**config.mk**
```make
export PLATFORM = sky130hd
export DESIGN_NAME = program_sequencer_flat
export DESIGN_NICKNAME = d
export VERILOG_FILES = /design/src/rtl/program_sequencer_pkg.sv /design/src/rtl/program_sequencer_if.sv /design/src/rtl/program_sequencer_sat_counter.sv /design/src/rtl/program_sequencer.sv /design/src/flat_wrapper.sv
export SDC_FILE = /design/constraint.sdc
export NUM_CORES = 1
export LEC_CHECK = 0
export BUFFER_PORTS_ARGS = -buffer_cell sky130_fd_sc_hd__buf_4
export CELL_PAD_IN_SITES_DETAIL_PLACEMENT = 0
export CELL_PAD_IN_SITES_GLOBAL_PLACEMENT = 1
export CORE_AREA = 2 2 84 86
export DETAILED_ROUTE_END_ITERATION = 10
export DIE_AREA = 0 0 86 88
export GPL_ROUTABILITY_DRIVEN = 0
export PLACE_DENSITY = 0.84
export SYNTH_ARGS = -nofsm -noshare
export SYNTH_HDL_FRONTEND = slang
export SYNTH_SLANG_ARGS = --single-unit
```
**constraint.sdc**
```tcl
create_clock -name CLK -period 2 [get_ports CLK]
set_input_delay 0.4 -clock CLK [delete_from_list [all_inputs] [get_ports CLK]]
set_output_delay 0.4 -clock CLK [all_outputs]
set_load 0.02 [all_outputs]
```
**src/rtl/program_sequencer_pkg.sv**
```systemverilog
// Shared definitions for the program sequencer and the ALU decoder:
// FSM encodings, special opcodes and instruction-word field positions.
package program_sequencer_pkg;

  typedef enum logic [2:0] {
    S_IDLE   = 3'd0,
    S_FETCH  = 3'd1,
    S_DECODE = 3'd2,
    S_READ   = 3'd3,
    S_EXEC   = 3'd4,
    S_WB     = 3'd5
  } seq_state_t;

  localparam logic [3:0] OP_HALT = 4'hF;
  localparam logic [3:0] OP_NOP  = 4'hE;

  localparam int IR_W      = 16;
  localparam int OP_LSB    = 12;
  localparam int WADDR_LSB = 8;
  localparam int RADDRA_LSB = 4;
  localparam int RADDRB_LSB = 0;

  function automatic logic [3:0] ir_field(input logic [IR_W-1:0] ir, input int lsb);
    return ir[lsb +: 4];
  endfunction

endpackage

```
**src/rtl/program_sequencer_if.sv**
```systemverilog
// Instruction-memory, register-file control and host handshake bundle.
interface program_sequencer_if #(
  parameter int ADDR_W = 8,
  parameter int CNT_W  = 16
);
  logic              Start;
  logic              Stop;
  logic [ADDR_W-1:0] InstrAddr;
  logic [15:0]       InstrData;
  logic [3:0]        RAddrA;
  logic [3:0]        RAddrB;
  logic [3:0]        WAddr;
  logic [3:0]        AluOp;
  logic              Wen;
  logic              Ready;
  logic [CNT_W-1:0]  Retired;

  modport master (
    input  Start, Stop, InstrData,
    output InstrAddr, RAddrA, RAddrB, WAddr, AluOp, Wen, Ready, Retired
  );

  modport slave (
    output Start, Stop, InstrData,
    input  InstrAddr, RAddrA, RAddrB, WAddr, AluOp, Wen, Ready, Retired
  );
endinterface

```
**src/rtl/program_sequencer_sat_counter.sv**
```systemverilog
// Width-parameterised up-counter with synchronous clear that sticks at all-ones.
module sat_counter #(
  parameter int W = 16
) (
  input  logic         CLK,
  input  logic         RST,
  input  logic         i_clr,
  input  logic         i_inc,
  output logic [W-1:0] o_cnt
);
  logic [W-1:0] r_cnt;

  always_ff @(posedge CLK) begin
    if (RST || i_clr)
      r_cnt <= '0;
    else if (i_inc && (r_cnt != '1))
      r_cnt <= r_cnt + W'(1);
  end

  assign o_cnt = r_cnt;
endmodule

```
**src/rtl/program_sequencer.sv**
```systemverilog
// Multi-cycle instruction sequencer: fetch from a synchronous ROM, decode,
// drive register-file addresses and pulse the write enable once per ALU op.
//
// state  | meaning
// IDLE   | halted, Ready=1, waiting for Start
// FETCH  | InstrAddr=PC presented to ROM
// DECODE | ROM word latched into IR; HALT/NOP resolved here
// READ   | register-file read addresses valid
// EXEC   | ALU operating
// WB     | Wen=1 for one cycle, PC and Retired advance
module program_sequencer
  import program_sequencer_pkg::*;
#(
  parameter int ADDR_W = 8,
  parameter int CNT_W  = 16
) (
  input  logic CLK,
  input  logic RST,
  program_sequencer_if.master bus
);
  seq_state_t        r_state, w_state_nxt;
  logic [ADDR_W-1:0] r_pc, w_pc_nxt;
  logic [IR_W-1:0]   r_ir, w_ir_nxt;
  logic              r_pend, w_pend_nxt;
  logic              r_wen, r_ready;
  logic              w_stop, w_cnt_clr, w_cnt_inc;
  logic [3:0]        w_op;
  logic [CNT_W-1:0]  w_retired;

  assign w_stop = r_pend | bus.Stop;
  assign w_op   = ir_field(bus.InstrData, OP_LSB);

  always_comb begin
    w_state_nxt = r_state;
    w_pc_nxt    = r_pc;
    w_ir_nxt    = r_ir;
    w_pend_nxt  = (r_state == S_IDLE) ? 1'b0 : w_stop;
    w_cnt_clr   = 1'b0;
    w_cnt_inc   = 1'b0;
    case (r_state)
      S_IDLE: begin
        if (bus.Start) begin
          w_state_nxt = S_FETCH;
          w_pc_nxt    = '0;
          w_cnt_clr   = 1'b1;
          w_pend_nxt  = bus.Stop;
        end
      end
      S_FETCH: w_state_nxt = S_DECODE;
      S_DECODE: begin
        w_ir_nxt = bus.InstrData;
        if (w_op == OP_HALT) begin
          w_state_nxt = S_IDLE;
          w_pend_nxt  = 1'b0;
        end else if (w_op == OP_NOP) begin
          w_pc_nxt = r_pc + ADDR_W'(1);
          if (w_stop) begin
            w_state_nxt = S_IDLE;
            w_pend_nxt  = 1'b0;
          end else begin
            w_state_nxt = S_FETCH;
          end
        end else begin
          w_state_nxt = S_READ;
        end
      end
      S_READ: w_state_nxt = S_EXEC;
      S_EXEC: w_state_nxt = S_WB;
      S_WB: begin
        w_pc_nxt  = r_pc + ADDR_W'(1);
        w_cnt_inc = 1'b1;
        if (w_stop) begin
          w_state_nxt = S_IDLE;
          w_pend_nxt  = 1'b0;
        end else begin
          w_state_nxt = S_FETCH;
        end
      end
      default: begin
        w_state_nxt = S_IDLE;
        w_pend_nxt  = 1'b0;
      end
    endcase
  end

  // Wen/Ready are registered from the next state so they line up with r_state.
  always_ff @(posedge CLK) begin
    if (RST) begin
      r_state <= S_IDLE;
      r_pc    <= '0;
      r_ir    <= '0;
      r_pend  <= 1'b0;
      r_wen   <= 1'b0;
      r_ready <= 1'b1;
    end else begin
      r_state <= w_state_nxt;
      r_pc    <= w_pc_nxt;
      r_ir    <= w_ir_nxt;
      r_pend  <= w_pend_nxt;
      r_wen   <= (w_state_nxt == S_WB);
      r_ready <= (w_state_nxt == S_IDLE);
    end
  end

  sat_counter #(.W(CNT_W)) u_retired (
    .CLK   (CLK),
    .RST   (RST),
    .i_clr (w_cnt_clr),
    .i_inc (w_cnt_inc),
    .o_cnt (w_retired)
  );

  assign bus.InstrAddr = r_pc;
  assign bus.AluOp     = ir_field(r_ir, OP_LSB);
  assign bus.WAddr     = ir_field(r_ir, WADDR_LSB);
  assign bus.RAddrA    = ir_field(r_ir, RADDRA_LSB);
  assign bus.RAddrB    = ir_field(r_ir, RADDRB_LSB);
  assign bus.Wen       = r_wen;
  assign bus.Ready     = r_ready;
  assign bus.Retired   = w_retired;
endmodule

```
**src/flat_wrapper.sv**
```systemverilog
// flat-port wrapper written by rule: the top's interface ports become plain ports
module program_sequencer_flat import program_sequencer_pkg::*;
#(
  parameter int ADDR_W = 8,
  parameter int CNT_W  = 16
)
  (CLK, RST, bus_Start, bus_Stop, bus_InstrData, bus_InstrAddr, bus_RAddrA, bus_RAddrB, bus_WAddr, bus_AluOp, bus_Wen, bus_Ready, bus_Retired);
  program_sequencer_if #(.ADDR_W(ADDR_W), .CNT_W(CNT_W)) bus_i ();
  input  logic CLK;
  input  logic RST;
  input wire logic [$bits(bus_i.Start)-1:0] bus_Start;
  input wire logic [$bits(bus_i.Stop)-1:0] bus_Stop;
  input wire logic [$bits(bus_i.InstrData)-1:0] bus_InstrData;
  output wire logic [$bits(bus_i.InstrAddr)-1:0] bus_InstrAddr;
  output wire logic [$bits(bus_i.RAddrA)-1:0] bus_RAddrA;
  output wire logic [$bits(bus_i.RAddrB)-1:0] bus_RAddrB;
  output wire logic [$bits(bus_i.WAddr)-1:0] bus_WAddr;
  output wire logic [$bits(bus_i.AluOp)-1:0] bus_AluOp;
  output wire logic [$bits(bus_i.Wen)-1:0] bus_Wen;
  output wire logic [$bits(bus_i.Ready)-1:0] bus_Ready;
  output wire logic [$bits(bus_i.Retired)-1:0] bus_Retired;
  assign bus_i.Start = bus_Start;
  assign bus_i.Stop = bus_Stop;
  assign bus_i.InstrData = bus_InstrData;
  assign bus_InstrAddr = bus_i.InstrAddr;
  assign bus_RAddrA = bus_i.RAddrA;
  assign bus_RAddrB = bus_i.RAddrB;
  assign bus_WAddr = bus_i.WAddr;
  assign bus_AluOp = bus_i.AluOp;
  assign bus_Wen = bus_i.Wen;
  assign bus_Ready = bus_i.Ready;
  assign bus_Retired = bus_i.Retired;
  program_sequencer #(.ADDR_W(ADDR_W), .CNT_W(CNT_W)) u_core (.CLK(CLK), .RST(RST), .bus(bus_i));
endmodule
```
==> results.cfg <==
[outcome]
status = finished clean

[synthesis]
ys_warn_count = 0
ys_top_cells_by_count = dfxtp_1 (46), nand2_1 (46), a21oi_1 (34)
ys.flop_type = dfxtp_1
ys_top_cells_by_area = dfxtp_1 (43%), nand2_1 (8.1%), a21oi_1 (8.0%)
synth_area_leader_cell = dfxtp_1
synth_top_area_share_pct = 43.2
syn_nets = 282
syn_area_um2 = 2130
synth.avg_cell_area_um2 = 8.19
synth_cells = 260
yosysSeqAreaShare_pct = 43.2
synth_edf_count = 0
synth-seq-cells = 46
async_reset_ff_share_pct = 0
ys_types = 52

[setup_path]
crit_chain = nand3b_2 -> or4_4 -> or4_1 -> a21oi_1
cpMaxStageDelayCell = or4_4
endpoint_kind = flop
cpLargestDelayFamily = simple AND/OR/NAND/NOR gates
cp_max_fo = 14
worstPathRequired_ns = 2.22
startpoint_type = flop
path_class = flop to flop
r2r-end = u_core.u_retired.o_cnt[10]$_SDFFE_PP0P_
reg2reg_from = u_core.r_state[1]$_SDFF_PP0_
crit_arrival_ns = 2.12
cp.depth = 4
cpPeakStageDelay_ns = 0.61
worst-r2r-setup-slack_ns = 0.10
reg2reg_depth = 4
crit_buf_inv = 0

[placement]
dp_cells = 400
pre_cts_ws_ns = 0.0673
dpl_cell_area_um2 = 2750
detailed_place_hpwl_um = 3890
io_buffers = 61

[clock_network]
clk_pin_slew_worst_paths_ns = 0.10
cts_tree = yes
cts_root_buf = clkbuf_8
holdBufCountCts = 0
clock_path_buffers = 2
clock_latency_ns = 0.30
cts_max_level = 2
cts_setup_buffers = 0
post_cts_resized = 0
clock-sinks = 46
cts_buffers = 5

[route]
vias = 2112
vias_per_cell = 5.18
first_pass_iters = 4
antenna_left = 0
wl_um = 5410
drtIter0Drc = 64
drc_errors = 0
wl_per_cell_um = 13.3

[timing]
setup_slack_ns = 0.104
min_period_ns = 1.90
fin_crit_sh_pct = 94.8
setup_tns_ns = 0
maxClockFrequency_mhz = 527
rsz0062_at_grt = no
worstMarginPinSlew_ns = 0.498
slew_violations = 0
clock_skew_ns = 0.0100
finalSetupViolCount = 0
hold_viol = 0
hold_ws_ns = 0.338
max_slew_margin_pct = 66.6

[power]
fin_total_pwr_mw = 2.01
p_leak_nw = 1.13
irDropWorstVdd_mv = 0.377
power.density_nw_per_um2 = 702

[grt]
grt_util_met2_pct = 23.3
grt_pass1_vias = 1909
grt_max_degree = 32
grt_pass1_wl_um = 8810
busiest_layer = met2
grt-ovfl-total = 0
grt_usage_pct = 14.2
use_met3_pct = 3.77
use_met1_pct = 18.7
antenna_found_initial = 0

[worst_hold_path]
worstHoldPathCells = 3
hp-start = bus_InstrData[0]
holdCritPathClass = primary input to flop
hold_end = u_core.r_ir[0]$_SDFFE_PP0N_

[die]
std_cell_rows = 30
coreArea_um2 = 6640
ioPinCount = 62
die_area_um2 = 7570
initial_core_util_pct = 32.1
die_h_um = 88
die_w_um = 86

[run]
maxCapViolations = 0

[finish]
fin_nets = 349
n_antenna_cell = 0
syn_to_final_growth_pct = 34.4
drive_gt1_share_pct = 28.7
utilization_pct = 43.1
fin_area_um2 = 2860
fillers = 667
fin_cells = 408
[cells by family after synthesis]
group | synth area share, %
and+or+nand+nor | 30.4
AOI/OAI and AO/OA | 18.6
DFF | 43.2
buffers and inverters | 4.11
muxes | 2.47
adders and majority gates | 1.17
[placed cells by master, fill, tap and decap left out, drive strengths merged, types with 4 or more instances in the layout]
cell type	instances
nand4	7
o31ai	5
nand3	10
clkbuf	5
inv	4
a21oi	34
o21ai	12
nand2	46
or3	12
buf	77
a211oi	4
nor2	9
or4	7
dfxtp	46
[registers in the layout (all words and copies together) (netlist names)]
name / cells
u_core.bus.InstrAddr: 8
u_core.bus.Ready: 1
u_core.bus.Wen: 1
u_core.r_ir: 16
u_core.r_pend: 1
u_core.r_state: 3
u_core.u_retired.o_cnt: 16
[layout make-up]
type | count | area [um2] | area share (%)
Multi-Input combinational cell | 194 | 1130 | 39.4
Sequential cell | 46 | 921 | 32.2
Timing Repair Buffer | 77 | 591 | 20.6
Tap cell | 80 | 100 | 3.50
Clock buffer | 5 | 68.8 | 2.40
Clock inverter | 3 | 43.8 | 1.53
Inverter | 3 | 11.3 | 0.393
[power breakdown]
group          switching [mW]  leakage, nW  internal [mW]  total (mW)
clock network           0.343       0.0585          0.375       0.718
registers              0.0172        0.372          0.950       0.968
logic                   0.181        0.697          0.143       0.324
total                   0.541         1.13           1.47        2.01
[worst max-delay path by stage]
stage / startpoint / endpoint / slack (ns)
final: u_core.r_state[1]$_SDFF_PP0_ / u_core.u_retired.o_cnt[10]$_SDFFE_PP0P_ / 0.10
after CTS: u_core.u_retired.o_cnt[3]$_SDFFE_PP0P_ / u_core.u_retired.o_cnt[10]$_SDFFE_PP0P_ / 0.03
after detailed placement: u_core.u_retired.o_cnt[3]$_SDFFE_PP0P_ / u_core.u_retired.o_cnt[10]$_SDFFE_PP0P_ / 0.07
after global routing: u_core.u_retired.o_cnt[3]$_SDFFE_PP0P_ / u_core.u_retired.o_cnt[10]$_SDFFE_PP0P_ / 0.007
after floorplan: u_core.u_retired.o_cnt[2]$_SDFFE_PP0P_ / u_core.u_retired.o_cnt[14]$_SDFFE_PP0P_ / -0.02
after global placement: u_core.u_retired.o_cnt[3]$_SDFFE_PP0P_ / u_core.u_retired.o_cnt[15]$_SDFFE_PP0P_ / 0.12
[worst min-delay path: cells and delay by family]
kind	cells	cell delay, ns
and+or+nand+nor	1	0.04
AOI/OAI and AO/OA	1	0.05
buffers and inverters	1	0.11
[layer usage]
metal  up-vias  part of all wire, %
li1       1081                    -
met3         2                  5.4
met2        47                   46
met5         -                    0
met1       982                   48
met4         0                 0.26
No activity file was read; power rests on OpenSTA's default activity.
